### src/rtl/toy_bus_arb_node_arb_dmem_ack.sv
`default_nettype none
// ============================================================================
// Module      : toy_bus_arb_node_arb_dmem_ack
// Description : Four-to-one round-robin merge of dmem response beats into a
//               single-entry output register.
// Revision    : 1.0 - initial release
// ============================================================================
module toy_bus_arb_node_arb_dmem_ack #(
    parameter int DATA_W = 32,
    parameter int ID_W   = 4
) (
    input  logic              clk,
    input  logic              rst,
    input  logic              in0_vld,
    output logic              in0_rdy,
    input  logic [DATA_W-1:0] in0_data,
    input  logic [ID_W-1:0]   in0_src_id,
    input  logic [ID_W-1:0]   in0_tgt_id,
    input  logic              in1_vld,
    output logic              in1_rdy,
    input  logic [DATA_W-1:0] in1_data,
    input  logic [ID_W-1:0]   in1_src_id,
    input  logic [ID_W-1:0]   in1_tgt_id,
    input  logic              in2_vld,
    output logic              in2_rdy,
    input  logic [DATA_W-1:0] in2_data,
    input  logic [ID_W-1:0]   in2_src_id,
    input  logic [ID_W-1:0]   in2_tgt_id,
    input  logic              in3_vld,
    output logic              in3_rdy,
    input  logic [DATA_W-1:0] in3_data,
    input  logic [ID_W-1:0]   in3_src_id,
    input  logic [ID_W-1:0]   in3_tgt_id,
    output logic              out0_vld,
    input  logic              out0_rdy,
    output logic [DATA_W-1:0] out0_data,
    output logic [ID_W-1:0]   out0_src_id,
    output logic [ID_W-1:0]   out0_tgt_id
);

    logic [3:0]        w_vld;
    logic [DATA_W-1:0] w_data   [4];
    logic [ID_W-1:0]   w_src_id [4];
    logic [ID_W-1:0]   w_tgt_id [4];

    logic [3:0]        w_grant;
    logic [1:0]        w_sel;
    logic [1:0]        w_idx;
    logic              w_any;
    logic              w_can_load;
    logic              w_accept;

    logic [1:0]        r_ptr;
    logic              r_out_vld;
    logic [DATA_W-1:0] r_out_data;
    logic [ID_W-1:0]   r_out_src_id;
    logic [ID_W-1:0]   r_out_tgt_id;

    assign w_vld       = {in3_vld, in2_vld, in1_vld, in0_vld};
    assign w_data[0]   = in0_data;
    assign w_data[1]   = in1_data;
    assign w_data[2]   = in2_data;
    assign w_data[3]   = in3_data;
    assign w_src_id[0] = in0_src_id;
    assign w_src_id[1] = in1_src_id;
    assign w_src_id[2] = in2_src_id;
    assign w_src_id[3] = in3_src_id;
    assign w_tgt_id[0] = in0_tgt_id;
    assign w_tgt_id[1] = in1_tgt_id;
    assign w_tgt_id[2] = in2_tgt_id;
    assign w_tgt_id[3] = in3_tgt_id;

    // First valid channel scanning upward from ptr, wrapping modulo 4.
    always_comb begin
        w_grant = 4'b0000;
        w_sel   = r_ptr;
        w_idx   = r_ptr;
        w_any   = 1'b0;
        for (int i = 0; i < 4; i++) begin
            w_idx = r_ptr + 2'(i);
            if (!w_any && w_vld[w_idx]) begin
                w_grant[w_idx] = 1'b1;
                w_sel          = w_idx;
                w_any          = 1'b1;
            end
        end
    end

    // Reset gates the handshake so no beat is consumed while rst is high.
    assign w_can_load = (!r_out_vld || out0_rdy) && !rst;
    assign w_accept   = w_any && w_can_load;

    assign in0_rdy = w_grant[0] && w_can_load;
    assign in1_rdy = w_grant[1] && w_can_load;
    assign in2_rdy = w_grant[2] && w_can_load;
    assign in3_rdy = w_grant[3] && w_can_load;

    always_ff @(posedge clk) begin
        if (rst) begin
            r_ptr        <= 2'd0;
            r_out_vld    <= 1'b0;
            r_out_data   <= '0;
            r_out_src_id <= '0;
            r_out_tgt_id <= '0;
        end else if (w_accept) begin
            r_ptr        <= w_sel + 2'd1;
            r_out_vld    <= 1'b1;
            r_out_data   <= w_data[w_sel];
            r_out_src_id <= w_src_id[w_sel];
            r_out_tgt_id <= w_tgt_id[w_sel];
        end else if (r_out_vld && out0_rdy) begin
            r_out_vld    <= 1'b0;
        end
    end

    assign out0_vld    = r_out_vld;
    assign out0_data   = r_out_data;
    assign out0_src_id = r_out_src_id;
    assign out0_tgt_id = r_out_tgt_id;

endmodule
`default_nettype wire

### config.mk
export PLATFORM = sky130hd
export DESIGN_NAME = toy_bus_arb_node_arb_dmem_ack
export DESIGN_NICKNAME = d
export VERILOG_FILES = /design/src/rtl/toy_bus_arb_node_arb_dmem_ack.sv
export SDC_FILE = /design/constraint.sdc
export NUM_CORES = 1
export LEC_CHECK = 0
export CORE_UTILIZATION = 49
export CTS_CLUSTER_DIAMETER = 40
export CTS_CLUSTER_SIZE = 30
export DETAILED_ROUTE_END_ITERATION = 8
export PLACE_DENSITY = 0.9
export SLEW_MARGIN = 10
export SYNTH_ARGS = -nofsm -noshare
export SYNTH_HDL_FRONTEND = slang
export SYNTH_SLANG_ARGS = --single-unit
### constraint.sdc
create_clock -name clk -period 4.5 [get_ports clk]
set_clock_uncertainty 0.1 [all_clocks]
set_input_delay 0.675 -clock clk [delete_from_list [all_inputs] [get_ports clk]]
set_output_delay 0.675 -clock clk [all_outputs]
set_load 0.01 [all_outputs]
### Yosys cells after proc, flatten, opt, wreduce, memory -nomap -nowiden

Cells that the tools add are included.

| word-level totals | value |
|---|---|
| input bits | 167 |
| word-level logic and storage cells | 81 |
| bits in registers | 43 |
| output and inout port bits | 45 |

| operators by class | value |
|---|---|
| bitwise operators | 4 |
| reduce and logical (&&, ||, !) cells | 21 |
| mux-type cells | 38 |
| order comparisons | 9 |
| $add $sub $neg | 4 |

Operators with widths:

| operator | number |
|---|---|
| binary-select mux 32 bit (select 2 bit) | 1 |
| two-way mux 32 bit | 2 |
| two-way mux 4 bit | 8 |
| binary-select mux 4 bit (select 2 bit) | 2 |
| logical AND 1 bit | 14 |
| two-way mux 1 bit | 14 |
| < comparator 2 x 3 -> 1 bit, second input constant | 4 |
| OR 4 bit | 3 |
| binary-select mux 1 bit (select 2 bit) | 4 |
| demux 1 bit (select 2 bit) | 4 |
| >= comparator 2 x 1 -> 1 bit, second input constant | 4 |
| two-way mux 2 bit | 3 |
| zero test 1 bit | 5 |
| adder 2 x 1 -> 2 bit, second input constant | 2 |
| adder 2 bit, second input constant | 2 |
| >= comparator 3 bit, second input constant | 1 |
| NOT 2 -> 3 bit | 1 |
| nonzero test 2 bit | 1 |
| logical OR 1 bit | 1 |

### Longest topological paths before layout

Gate-level depths: netlist of the first run.

| depth | value |
|---|---|
| word-level depth | 16 |
| depth in mapped cells | 16 |
| gate-level depth less buffers | 8 |

### Worst setup path after synthesis of the first run

No wires, ideal clock.

| timing path | value |
|---|---|
| path type | register to output |
| from | reg r_ptr[0] |
| to | out in0_rdy |
| path slack | 401 ps |
| data arrival time | 3324 ps |
| cell stages (with the launch flop) | 15 |
| path through | dfxtp_1 -> buf_6 -> clkbuf_1 -> inv_2 -> clkbuf_1 -> clkbuf_1 -> ha_1 -> clkbuf_1 -> mux4_2 -> buf_6 -> clkbuf_1 -> clkbuf_1 -> a221o_1 -> o21ai_0 -> a21oi_1 |

| between the ends | value |
|---|---|
| cells in the longest elaborated chain, start to end | 13 |
| elaborated cells between the ends (all ways) | 48 |

RTL lines:

| item | line | source |
|---|---|---|
| from (decl) | 53 | `logic [1:0] r_ptr;` |
| from (signal assigned) | 106 | `r_ptr <= w_sel + 2'd1;` |
| branches (longest 11 deep; another with < comparator 2 x 3 -> 1 bit) | n/a |  |
| two-way mux 4 bit * | 81 | `if (!w_any && w_vld[w_idx]) begin` |
| logical AND 1 bit * | 93 | `assign in0_rdy = w_grant[0] && w_can_load;` |
| to (decl) | 15 | `output logic in0_rdy,` |

Every way passes the cells marked *. The select of a mux whose other input is x is not followed.

### Worst setup path after layout of the first run

| timing path | value |
|---|---|
| from | reg r_ptr[1] |
| to | out in1_rdy |

| between the ends | value |
|---|---|
| cells in the longest elaborated chain, start to end | 13 |
| elaborated cells between the ends (all ways) | 48 |

RTL lines:

| item | line | source |
|---|---|---|
| branches (longest 11 deep; another with < comparator 2 x 3 -> 1 bit) | n/a |  |
| two-way mux 4 bit * | 81 |  |
| logical AND 1 bit * | 94 | `assign in1_rdy = w_grant[1] && w_can_load;` |
| to (decl) | 20 | `output logic in1_rdy,` |

Marks and branches as above.

==> summary.txt, run 1 <==
Setup path
  • Critical-path top delay cell: dfxtp_1
  • Worst setup SP type: flip-flop
  • Worst reg2reg path depth: 9
  • Reg2Reg Setup Slack: 0.58 ns
  • Reg2reg end: out0_data[10]
  • Crit-path max cell delay: 0.57 ns
  • Critical path, cell by cell: inv_1 > ha_1 > mux4_4 > nor2b_1 > a221o_1 > o21ai_0 > a21oi_1 > clkdlybuf4s50_1
  • Worst Path Arrival: 3.46 ns
  • Reg-to-Reg Start: r_ptr[1]
  • CP startpoint: r_ptr[1]
  • Worst-path maximum fanout: 9
  • Nature of the critical path endpoint: output pin
  • Data required, critical path: 3.72 ns
  • Worst Setup EP: in1_rdy
  • CP Class: flip-flop to output pin

Finish
  • Commonest non-fill, non-tap cell in the layout: nand2_1
  • Share of layout cells above drive strength 1: 0.0651
  • Number of fillers in the final layout: 1205
  • Area of the multi-input gates: 5650 um2
  • Commonest non-fill, non-tap cells in the layout: nand2_1, clkdlybuf4s50_1, a21oi_1, nor2_1, a211oi_1
  • Util after Layout: 0.664
  • Layout net count: 1478
  • Register Area: 865 um2
  • Area growth from synthesis to layout: 32.0%
  • Post-Layout Cell Count: 1486

Timing
  • Total negative slack: 0 ns
  • # setup viols final: 0
  • Final Cycle Share: 0.942
  • Unrepaired setup endpoints after global routing: no
  • Worst rel slew slack: 0.211
  • Max frequency: 236 MHz
  • Actual slew at the worst max-slew pin: 1.18 ns
  • Final Hold Violating Endpoints: 0
  • Final-report max-slew violation count: 0
  • Final min period: 4.24 ns

Floorplan
  • Die Area: 14700 um2
  • IO Pins: 212
  • Chip Width: 121 um
  • Die Ht: 121 um
  • Core area: 13900 um2
  • Row count: 43
  • Initial core utilization: 0.504

GRT
  • Grt total ovfl: 0
  • GR Util All Layers: 0.320
  • Vias in the first global route: 8380
  • Largest net degree at the start of global routing: 115
  • First-pass GRT wire length: 38700 um
  • Initial antenna violation count: 1

Status
  • Status: finished, final reports clean

Clock network
  • Post-CTS Setup Bufs: 0
  • Worst-path clk slew: 0.07 ns
  • Post_cts resized: 0
  • H-tree depth reported by CTS: 2
  • Clk Latency, worst-skew pair: 0.30 ns
  • Worst-case clock buffer depth: 2
  • CTS Hold Bufs: 0
  • Sink Count: 43
  • CTS tree: yes
  • Root buf cell: clkbuf_16
  • Total CTS buffers: 5

Min path
  • Hold WC Path Type: flip-flop to flip-flop
  • Worst hold start: out0_vld

Route
  • Avg WL per Cell: 16.6 um
  • DRC viols: 0
  • ANT nets after route: 0
  • Initial DRC count: 1094
  • Pre-antenna DRT Iters: 5
  • Final WL: 24700 um
  • Vias per cell: 6.32
  • Via count: 9393

Synthesis
  • Post-synthesis sequential area ratio: 0.123
  • Yosys warns: 0
  • #FFs+latches synth: 43
  • Cell Area, Synth: 6990 um2
  • Cells after Synth: 1181
  • Syn nets: 1355
  • Netlist cell types: 35
  • Avg Cell Area, Syn: 5.92 um2

Job
  • # Max-Cap Violations: 0

Place
  • DP Cell Count: 1477
  • Hpwl dp: 16400 um
  • IO Port Bufs: 211
  • Routability cong.: 0.864

Power
  • P per Cell Area: 660 nW/um2
  • Power, Total: 0.00608 W
  • Worst VDD drop: 0.000558 V
  • Leakage: 3.29 nW
metrics by stage:
| step | setup slack (ns) | area [um2] | hold WS [ns] |
|---|---|---|---|
| after floorplan | 0.401 | 6990 | 0.415 |
| after global placement | 0.505 | 9070 | 0.422 |
| after detailed placement | 0.483 | 9070 | 0.433 |
| after CTS | 0.325 | 9220 | 0.446 |
| after global routing | 0.0831 | 9220 | 0.467 |
| final | 0.263 | 9220 | 0.451 |
layer usage:
| metal | share of wire | wire length, um | up-vias | global-route usage |
|---|---|---|---|---|
| met5 | 0 | 0 | - | 0 |
| met4 | 0.032 | 785 | 0 | 0.156 |
| met3 | 0.093 | 2290 | 83 | 0.0536 |
| met2 | 0.47 | 11600 | 556 | 0.536 |
| met1 | 0.41 | 10000 | 4283 | 0.395 |
| li1 | - | - | 4471 | - |
how the worst min path moves through the flow:
| stage | to | cells after the start |
|---|---|---|
| floorplan | out0_vld | 2 |
| CTS | out0_vld | 2 |
| global placement | out0_vld | 2 |
| detailed placement | out0_vld | 2 |
| global route | out0_vld | 2 |
| finish | out0_vld | 2 |
synth_stat cells:
library cell / instances / area (um2)
nand2_1: 325 / 1220
a21oi_1: 165 / 826
nor2_1: 163 / 612
a211oi_1: 160 / 1200
clkbuf_1: 105 / 394
dfxtp_1: 43 / 861
nand3_1: 41 / 205
a31o_1: 40 / 350
nor3b_1: 40 / 300
nand3_2: 39 / 390
ha_1: 7 / 87.6
nand2b_1: 6 / 37.5
a221o_1: 5 / 50.1
buf_12: 4 / 80.1
mux2i_1: 4 / 40.0
mux4_2: 4 / 90.1
o21ai_0: 4 / 20.0
buf_1: 3 / 11.3
buf_6: 3 / 33.8
nor2b_1: 3 / 18.8
o31ai_1: 2 / 15.0
xnor2_1: 2 / 17.5
a221oi_1: 1 / 8.76
a221oi_2: 1 / 15.0
a32o_1: 1 / 10.0
buf_2: 1 / 5.00
inv_1: 1 / 3.75
inv_2: 1 / 3.75
mux2_1: 1 / 11.3
mux2_2: 1 / 11.3
nor4_2: 1 / 12.5
nor4b_4: 1 / 23.8
o21ai_1: 1 / 5.00
o21bai_2: 1 / 11.3
or3_1: 1 / 6.26
worst max-delay path: cells and delay by family (launching register included):
family / cells / cell delay [ns]
buffers and inverters: 2 / 0.80
DFF: 1 / 0.57
and+or+nand+nor: 1 / 0.32
AOI/OAI and AO/OA: 3 / 0.46
muxes: 1 / 0.54
adders and majority gates: 1 / 0.48
cell type report:
| class | count | share of cell area |
|---|---|---|
| clock inverters | 3 | 0.00217 |
| repair buffers | 232 | 0.252 |
| diodes | 1 | 0.000271 |
| flip-flops and latches | 43 | 0.0937 |
| clock buffers | 5 | 0.0136 |
| multi-input cells | 1020 | 0.612 |
| well taps | 180 | 0.0244 |
| inverters | 2 | 0.00109 |
sequential cells by signal, indices dropped and copies added, names as in the netlist:
name and flops:
out0_tgt_id 4, r_ptr 2, out0_src_id 4, out0_data 32, out0_vld 1
power breakdown:
part / total (W) / leakage [nW] / switching [W] / internal, W
clock network: 0.000382 / 0.0658 / 0.000176 / 0.000205
registers: 0.000705 / 0.359 / 0.000152 / 0.000553
logic: 0.00500 / 2.86 / 0.00307 / 0.00193
total: 0.00608 / 3.29 / 0.00340 / 0.00269
cells by family after synthesis:
| kind of cell | synth area share |
|---|---|
| compound gates | 0.359 |
| xor+xnor | 0.00251 |
| fa+ha+maj | 0.0125 |
| buf+inv | 0.0761 |
| flops | 0.123 |
| mux | 0.0218 |
| simple gates | 0.404 |
No activity file was read; power rests on OpenSTA's default activity.
==> inputs of run 2 (changes only) <==
Settings changed: GPL_TIMING_DRIVEN set to 0.
==> run 2 against run 1 <==
  * Flip-flop and latch count stayed put
  * Total power up 5.6%
  * Global-route usage up 4.4 points
  * Clock-buffer cell count is 1 higher
  * Setup slack got worse by 0.14 ns
  * Clock power shrank 5.5%
  * Cell count grew 5.9%
  * Design area is 2.6% higher
  * Largest cell class unchanged
  * Largest power group unchanged
  * Highest routed layer unchanged
==> summary.txt, run 2 (synthesized netlist as in run 1, its figures left out) <==
Finish
  • Commonest non-fill, non-tap cell in the layout: nand2_1 (unchanged)
  • Layout net count: 1568 (was 1478)
  • Commonest non-fill, non-tap cells in the layout: nand2_1, clkdlybuf4s50_1, a21oi_1, nor2_1, a211oi_1 (unchanged)
  • ANT cells: 0 (was 1)
  • Share of layout cells above drive strength 1: 0.0481 (was 0.0651)
  • Max reg flops: 32 (unchanged)
  • Cell area after layout: 9460 um2 (was 9220 um2)
  • Util after Layout: 0.681 (was 0.664)
  • Area growth from synthesis to layout: 35.3% (was 32.0%)

Floorplan
  • Row count: 43 (unchanged)
  • Die Area: 14700 um2 (unchanged)
  • Die Ht: 121 um (unchanged)
  • Initial core utilization: 0.504 (unchanged)
  • IO Pins: 212 (unchanged)
  • Core area: 13900 um2 (unchanged)
  • Chip Width: 121 um (unchanged)

Min path
  • Hold Crit Endpoint: out0_vld (unchanged)
  • Worst hold start: out0_vld (unchanged)
  • Hold WC Path Type: flip-flop to flip-flop (unchanged)
  • WHS Path Cells: 2 (unchanged)

Clock network
  • Worst-case clock buffer depth: 2 (unchanged)
  • Root buf cell: clkbuf_16 (unchanged)
  • Worst-path clk slew: 0.06 ns (was 0.07 ns)
  • Total CTS buffers: 5 (unchanged)
  • Sink Count: 43 (unchanged)
  • Post-CTS Setup Bufs: 0 (unchanged)
  • CTS tree: yes (unchanged)
  • CTS Hold Bufs: 0 (unchanged)
  • H-tree depth reported by CTS: 2 (unchanged)
  • Clk Latency, worst-skew pair: 0.29 ns (was 0.30 ns)
  • Post_cts resized: 12 (was 0)

GRT
  • GR Util All Layers: 0.364 (was 0.320)
  • Vias in the first global route: 9147 (was 8380)
  • First-pass GRT wire length: 43100 um (was 38700 um)
  • Grt total ovfl: 0 (unchanged)
  • Largest net degree at the start of global routing: 20 (was 115)
  • Initial antenna violation count: 0 (was 1)

Setup path
  • Reg2Reg Setup Slack: 0.69 ns (was 0.58 ns)
  • Critical-path top delay cell: clkdlybuf4s50_1 (was dfxtp_1)
  • Cell mode on critical path: clkbuf_4
  • CP Class: flip-flop to output pin (unchanged)
  • Worst Path Arrival: 3.60 ns (was 3.46 ns)
  • Critical path, cell by cell: buf_6 > clkbuf_4 > inv_4 > ha_4 > mux4_2 > buf_6 > clkbuf_4 > clkbuf_4 > a221o_1 > o21ai_0 > a21oi_1 > clkdlybuf4s50_1 (was inv_1 > ha_1 > mux4_4 > nor2b_1 > a221o_1 > o21ai_0 > a21oi_1 > clkdlybuf4s50_1)
  • Crit. path cell count: 12 (was 8)
  • Worst reg2reg path depth: 11 (was 9)
  • Reg2reg end: out0_data[23] (was out0_data[10])
  • Crit path buffers/inverters: 7 (was 2)
  • Data required, critical path: 3.72 ns (about the same)
  • Reg-to-Reg Start: r_ptr[0] (was r_ptr[1])
  • CP top delay family: buffers and inverters (unchanged)
  • Worst-path maximum fanout: 30 (was 9)
  • CP startpoint: r_ptr[0] (was r_ptr[1])
  • Worst setup SP type: flip-flop (unchanged)
  • Crit-path max cell delay: 0.48 ns (was 0.57 ns)
  • Nature of the critical path endpoint: output pin (unchanged)

Place
  • Area of placed instances: 9320 um2 (was 9070 um2)
  • Pre-CTS WS: -1.27 ns (was 0.483 ns)
  • Hpwl dp: 20400 um (was 16400 um)
  • IO Port Bufs: 210 (was 211)
  • Routability cong.: 0.925 (was 0.864)

Job
  • # Max-Cap Violations: 0 (unchanged)

Timing
  • Actual slew at the worst max-slew pin: 0.647 ns (was 1.18 ns)
  • Setup WS post-layout: 0.125 ns (was 0.263 ns)
  • Final Cycle Share: 0.972 (was 0.942)
  • # setup viols final: 0 (unchanged)
  • Unrepaired setup endpoints after global routing: no (unchanged)
  • Max frequency: 229 MHz (was 236 MHz)
  • Final-report max-slew violation count: 0 (unchanged)
  • Worst rel slew slack: 0.569 (was 0.211)
  • Final min period: 4.37 ns (was 4.24 ns)
  • Final Hold Violating Endpoints: 0 (unchanged)

Route
  • Avg WL per Cell: 17.7 um (was 16.6 um)
  • Vias per cell: 6.36 (was 6.32)
  • Via count: 10000 (was 9393)
  • Top sig layer: met4 (unchanged)
  • Wire length on met2: 12900 um (was 11600 um)
  • Pre-antenna DRT Iters: 8 (was 5)
  • Routed wl met3: 3410 um (was 2290 um)
  • ANT nets after route: 0 (unchanged)
  • Initial DRC count: 1274 (was 1094)
  • Wl on met1: 10600 um (was 10000 um)
  • Final WL: 27900 um (was 24700 um)
  • DRC viols: 0 (unchanged)

Power
  • P per Cell Area: 679 nW/um2 (was 660 nW/um2)
  • Leakage: 3.33 nW (was 3.29 nW)
  • Worst VDD drop: 0.000317 V (was 0.000558 V)

Status
  • Status: finished, final reports clean (unchanged)
==> run 2: worst max path at each step <==
stage / endpoint / slack [ns]
after floorplan: in0_rdy / 0.40
after global placement: in2_rdy / -1.16
after detailed placement: in0_rdy / -1.27
after CTS: in0_rdy / 0.001
after global routing: in0_rdy / 0.02
final: in0_rdy / 0.13
==> run 2: worst register-to-register path, stage by stage (launching register included) <==
cell	delay [ns]
dfxtp_2	0.41
buf_6	0.16
clkbuf_4	0.23
inv_4	0.17
ha_4	0.37
mux4_2	0.36
nor4b_4	0.18
o21bai_2	0.23
a221oi_2	0.43
clkbuf_1	0.52
nand3_1	0.27
a31o_1	0.28
==> run 2: layout make-up <==
class / count / area [um2]
clock buffer: 6 / 129
tap: 180 / 225
inverter: 2 / 10.0
buffer: 112 / 520
multi-input combinational: 1020 / 5610
sequential: 43 / 862
timing repair buffer: 210 / 2100
fill: 1241 / 4420
==> run 2: layer usage <==
| layer | global-route usage | up-vias |
|---|---|---|
| met4 | 0.173 | 0 |
| li1 | - | 4658 |
| met3 | 0.0531 | 117 |
| met5 | 0 | - |
| met1 | 0.460 | 4432 |
| met2 | 0.605 | 802 |
==> run 2: metrics by stage <==
step	hold WS, ns	total power (W)	instances	TNS, ns
after floorplan	0.415	0.00430	1181	0
after global placement	0.433	0.00577	1571	-14.99
after detailed placement	0.432	0.00587	1571	-19.37
after CTS	0.439	0.00628	1575	0
after global routing	0.493	0.00686	1573	0
final	0.466	0.00643	1573	0
==> run 2: power by group <==
part	switching, W	total [W]	internal (W)	leakage (nW)
Sequential	0.000104	0.000655	0.000552	0.359
Clock	0.000161	0.000361	0.000200	0.0628
Combinational	0.00338	0.00541	0.00203	2.90
==> inputs of run 3 (changes only) <==
Settings changed: CORE_MARGIN set to 2.
==> run 3 against run 2 <==
  * Register-to-register slack improved by 0.11 ns
  * Setup slack worse by 0.021 ns
  * Clock-buffer cell count is 2 higher
  * Fmax shrank 0.49%
  * Cell count is 0.19% higher
  * Via count rose by 0.76%
==> summary.txt, run 3 (synthesized netlist as in run 1, its figures left out) <==
Status
  • Status: finished, final reports clean (unchanged)

Finish
  • Commonest non-fill, non-tap cell in the layout: nand2_1 (unchanged)
  • Register Area: 862 um2 (unchanged)
  • Commonest non-fill, non-tap cells in the layout: nand2_1, clkdlybuf4s50_1, a21oi_1, nor2_1, a211oi_1 (unchanged)
  • Area of the multi-input gates: 5610 um2 (unchanged)
  • Number of fillers in the final layout: 1220 (was 1241)
  • ANT cells: 0 (unchanged)
  • Max reg flops: 32 (unchanged)
  • Share of layout cells above drive strength 1: 0.0501 (was 0.0481)
  • Area growth from synthesis to layout: 35.8% (was 35.3%)
  • Layout net count: 1569 (was 1568)

Setup path
  • Critical-path top delay cell: clkdlybuf4s50_1 (unchanged)
  • Cell mode on critical path: clkdlybuf4s50_1 (was clkbuf_4)
  • Worst Path Arrival: 3.62 ns (was 3.60 ns)
  • Nature of the critical path endpoint: output pin (unchanged)
  • Reg-to-Reg Start: r_ptr[0] (unchanged)
  • CP startpoint: in3_vld (was r_ptr[0])
  • Reg2Reg Setup Slack: 0.80 ns (was 0.69 ns)
  • Critical path, cell by cell: clkdlybuf4s50_1 > mux4_2 > clkbuf_2 > clkbuf_1 > a221o_1 > o21ai_0 > a21oi_1 > clkdlybuf4s50_1 (was buf_6 > clkbuf_4 > inv_4 > ha_4 > mux4_2 > buf_6 > clkbuf_4 > clkbuf_4 > a221o_1 > o21ai_0 > a21oi_1 > clkdlybuf4s50_1)
  • Worst-path maximum fanout: 10 (was 30)
  • CP top delay family: buffers and inverters (unchanged)
  • CP Class: primary input to output pin (was flip-flop to output pin)
  • Crit-path max cell delay: 0.63 ns (was 0.48 ns)
  • Worst setup SP type: primary input (was flip-flop)
  • Data required, critical path: 3.72 ns (about the same)
  • Crit path buffers/inverters: 4 (was 7)

Place
  • Routability cong.: 0.999 (was 0.925)
  • Pre-CTS WS: -1.15 ns (was -1.27 ns)
  • Hpwl dp: 20600 um (was 20400 um)
  • IO Port Bufs: 210 (unchanged)

Job
  • # Max-Cap Violations: 0 (unchanged)

Timing
  • Hold slack: 0.435 ns (was 0.466 ns)
  • Unrepaired setup endpoints after global routing: no (unchanged)
  • # setup viols final: 0 (unchanged)
  • Final Hold Violating Endpoints: 0 (unchanged)
  • Final min period: 4.40 ns (was 4.37 ns)
  • Worst rel slew slack: 0.565 (was 0.569)
  • Total negative slack: 0 ns (unchanged)
  • Max frequency: 227 MHz (was 229 MHz)
  • Setup WS post-layout: 0.104 ns (was 0.125 ns)
  • Actual slew at the worst max-slew pin: 0.653 ns (was 0.647 ns)
  • Final-report max-slew violation count: 0 (unchanged)
  • Final Cycle Share: 0.977 (was 0.972)

Power
  • P per Cell Area: 683 nW/um2 (was 679 nW/um2)
  • Leakage: 3.34 nW (was 3.33 nW)
  • Worst VDD drop: 0.000386 V (was 0.000317 V)

Clock network
  • CTS Hold Bufs: 0 (unchanged)
  • Worst-case clock buffer depth: 2 (unchanged)
  • H-tree depth reported by CTS: 2 (unchanged)
  • Post-CTS Setup Bufs: 0 (unchanged)
  • Sink Count: 43 (unchanged)
  • Post_cts resized: 12 (unchanged)
  • Total CTS buffers: 5 (unchanged)
  • Clk Latency, worst-skew pair: 0.31 ns (was 0.29 ns)
  • Root buf cell: clkbuf_16 (unchanged)
  • Worst-path clk slew: 0.07 ns (was 0.06 ns)
  • CTS tree: yes (unchanged)

GRT
  • Met3 usage: 0.0554 (was 0.0531)
  • Largest net degree at the start of global routing: 20 (unchanged)
  • Global route hottest layer: met2 (unchanged)
  • Grt total ovfl: 0 (unchanged)
  • Vias in the first global route: 8924 (was 9147)
  • Met2 Resource Use GR: 0.567 (was 0.605)
  • Met1 Usage GRT: 0.484 (was 0.460)
  • First-pass GRT wire length: 43800 um (was 43100 um)
  • Initial antenna violation count: 0 (unchanged)
  • GR Util All Layers: 0.360 (was 0.364)

Route
  • Final WL: 28500 um (was 27900 um)
  • Via count: 10100 (was 10000)
  • DRC viols: 0 (unchanged)
  • Pre-antenna DRT Iters: 8 (unchanged)
  • Initial DRC count: 1258 (was 1274)
  • ANT nets after route: 0 (unchanged)
  • Vias per cell: 6.40 (was 6.36)
  • Avg WL per Cell: 18.1 um (was 17.7 um)

Min path
  • Hold WC Path Type: flip-flop to flip-flop (unchanged)
  • Worst hold start: out0_vld (unchanged)

Floorplan
  • Die Area: 15200 um2 (was 14700 um2)
  • Chip Width: 123 um (was 121 um)
  • Core area: 13900 um2 (unchanged)
  • Row count: 43 (unchanged)
  • Die Ht: 123 um (was 121 um)
  • Initial core utilization: 0.504 (unchanged)
  • IO Pins: 212 (unchanged)
run 3: worst paths after layout:
path / endpoint / cells past startpoint
setup / recovery: in0_rdy / 8
setup reg to reg: out0_data[23] / 11
hold / removal: out0_vld / 2
hold reg to reg: out0_vld / 2
run 3: metrics by stage:
step | instances | area (um2) | power [W] | utilization
finish | 1576 | 9490 | 0.00648 | 0.684
global route | 1576 | 9490 | 0.00693 | 0.684
CTS | 1577 | 9500 | 0.00632 | 0.684
detailed placement | 1571 | 9320 | 0.00587 | 0.671
global placement | 1571 | 9320 | 0.00578 | 0.671
floorplan | 1181 | 6990 | 0.00430 | -
run 3: cell type report:
| class | instances | area share |
|---|---|---|
| timing repair buffer | 210 | 0.221 |
| clock buffer | 8 | 0.0165 |
| sequential | 43 | 0.0908 |
| multi-input combinational | 1020 | 0.591 |
| buffer | 113 | 0.0554 |
| tap | 180 | 0.0237 |
| inverter | 2 | 0.00105 |
run 3: report_power, final:
part	total, W	switching [W]	internal, W	leakage (nW)
Combinational	0.00542	0.00339	0.00203	2.91
Clock	0.000411	0.000174	0.000237	0.0772
Sequential	0.000652	0.000101	0.000551	0.359
run 3: routing by layer:
layer  wire length [um]  share of wire
met2              12900           0.45
met5                  0              0
met4               1090          0.038
met1              11000           0.39
met3               3530           0.12
run 3: tightest hold or removal path, delay by kind of cell (launching register included):
kind	cells	cell delay, ns
AND/OR/NAND/NOR	1	0.10
AO/OA/AOI/OAI	1	0.07
flip-flops	1	0.32
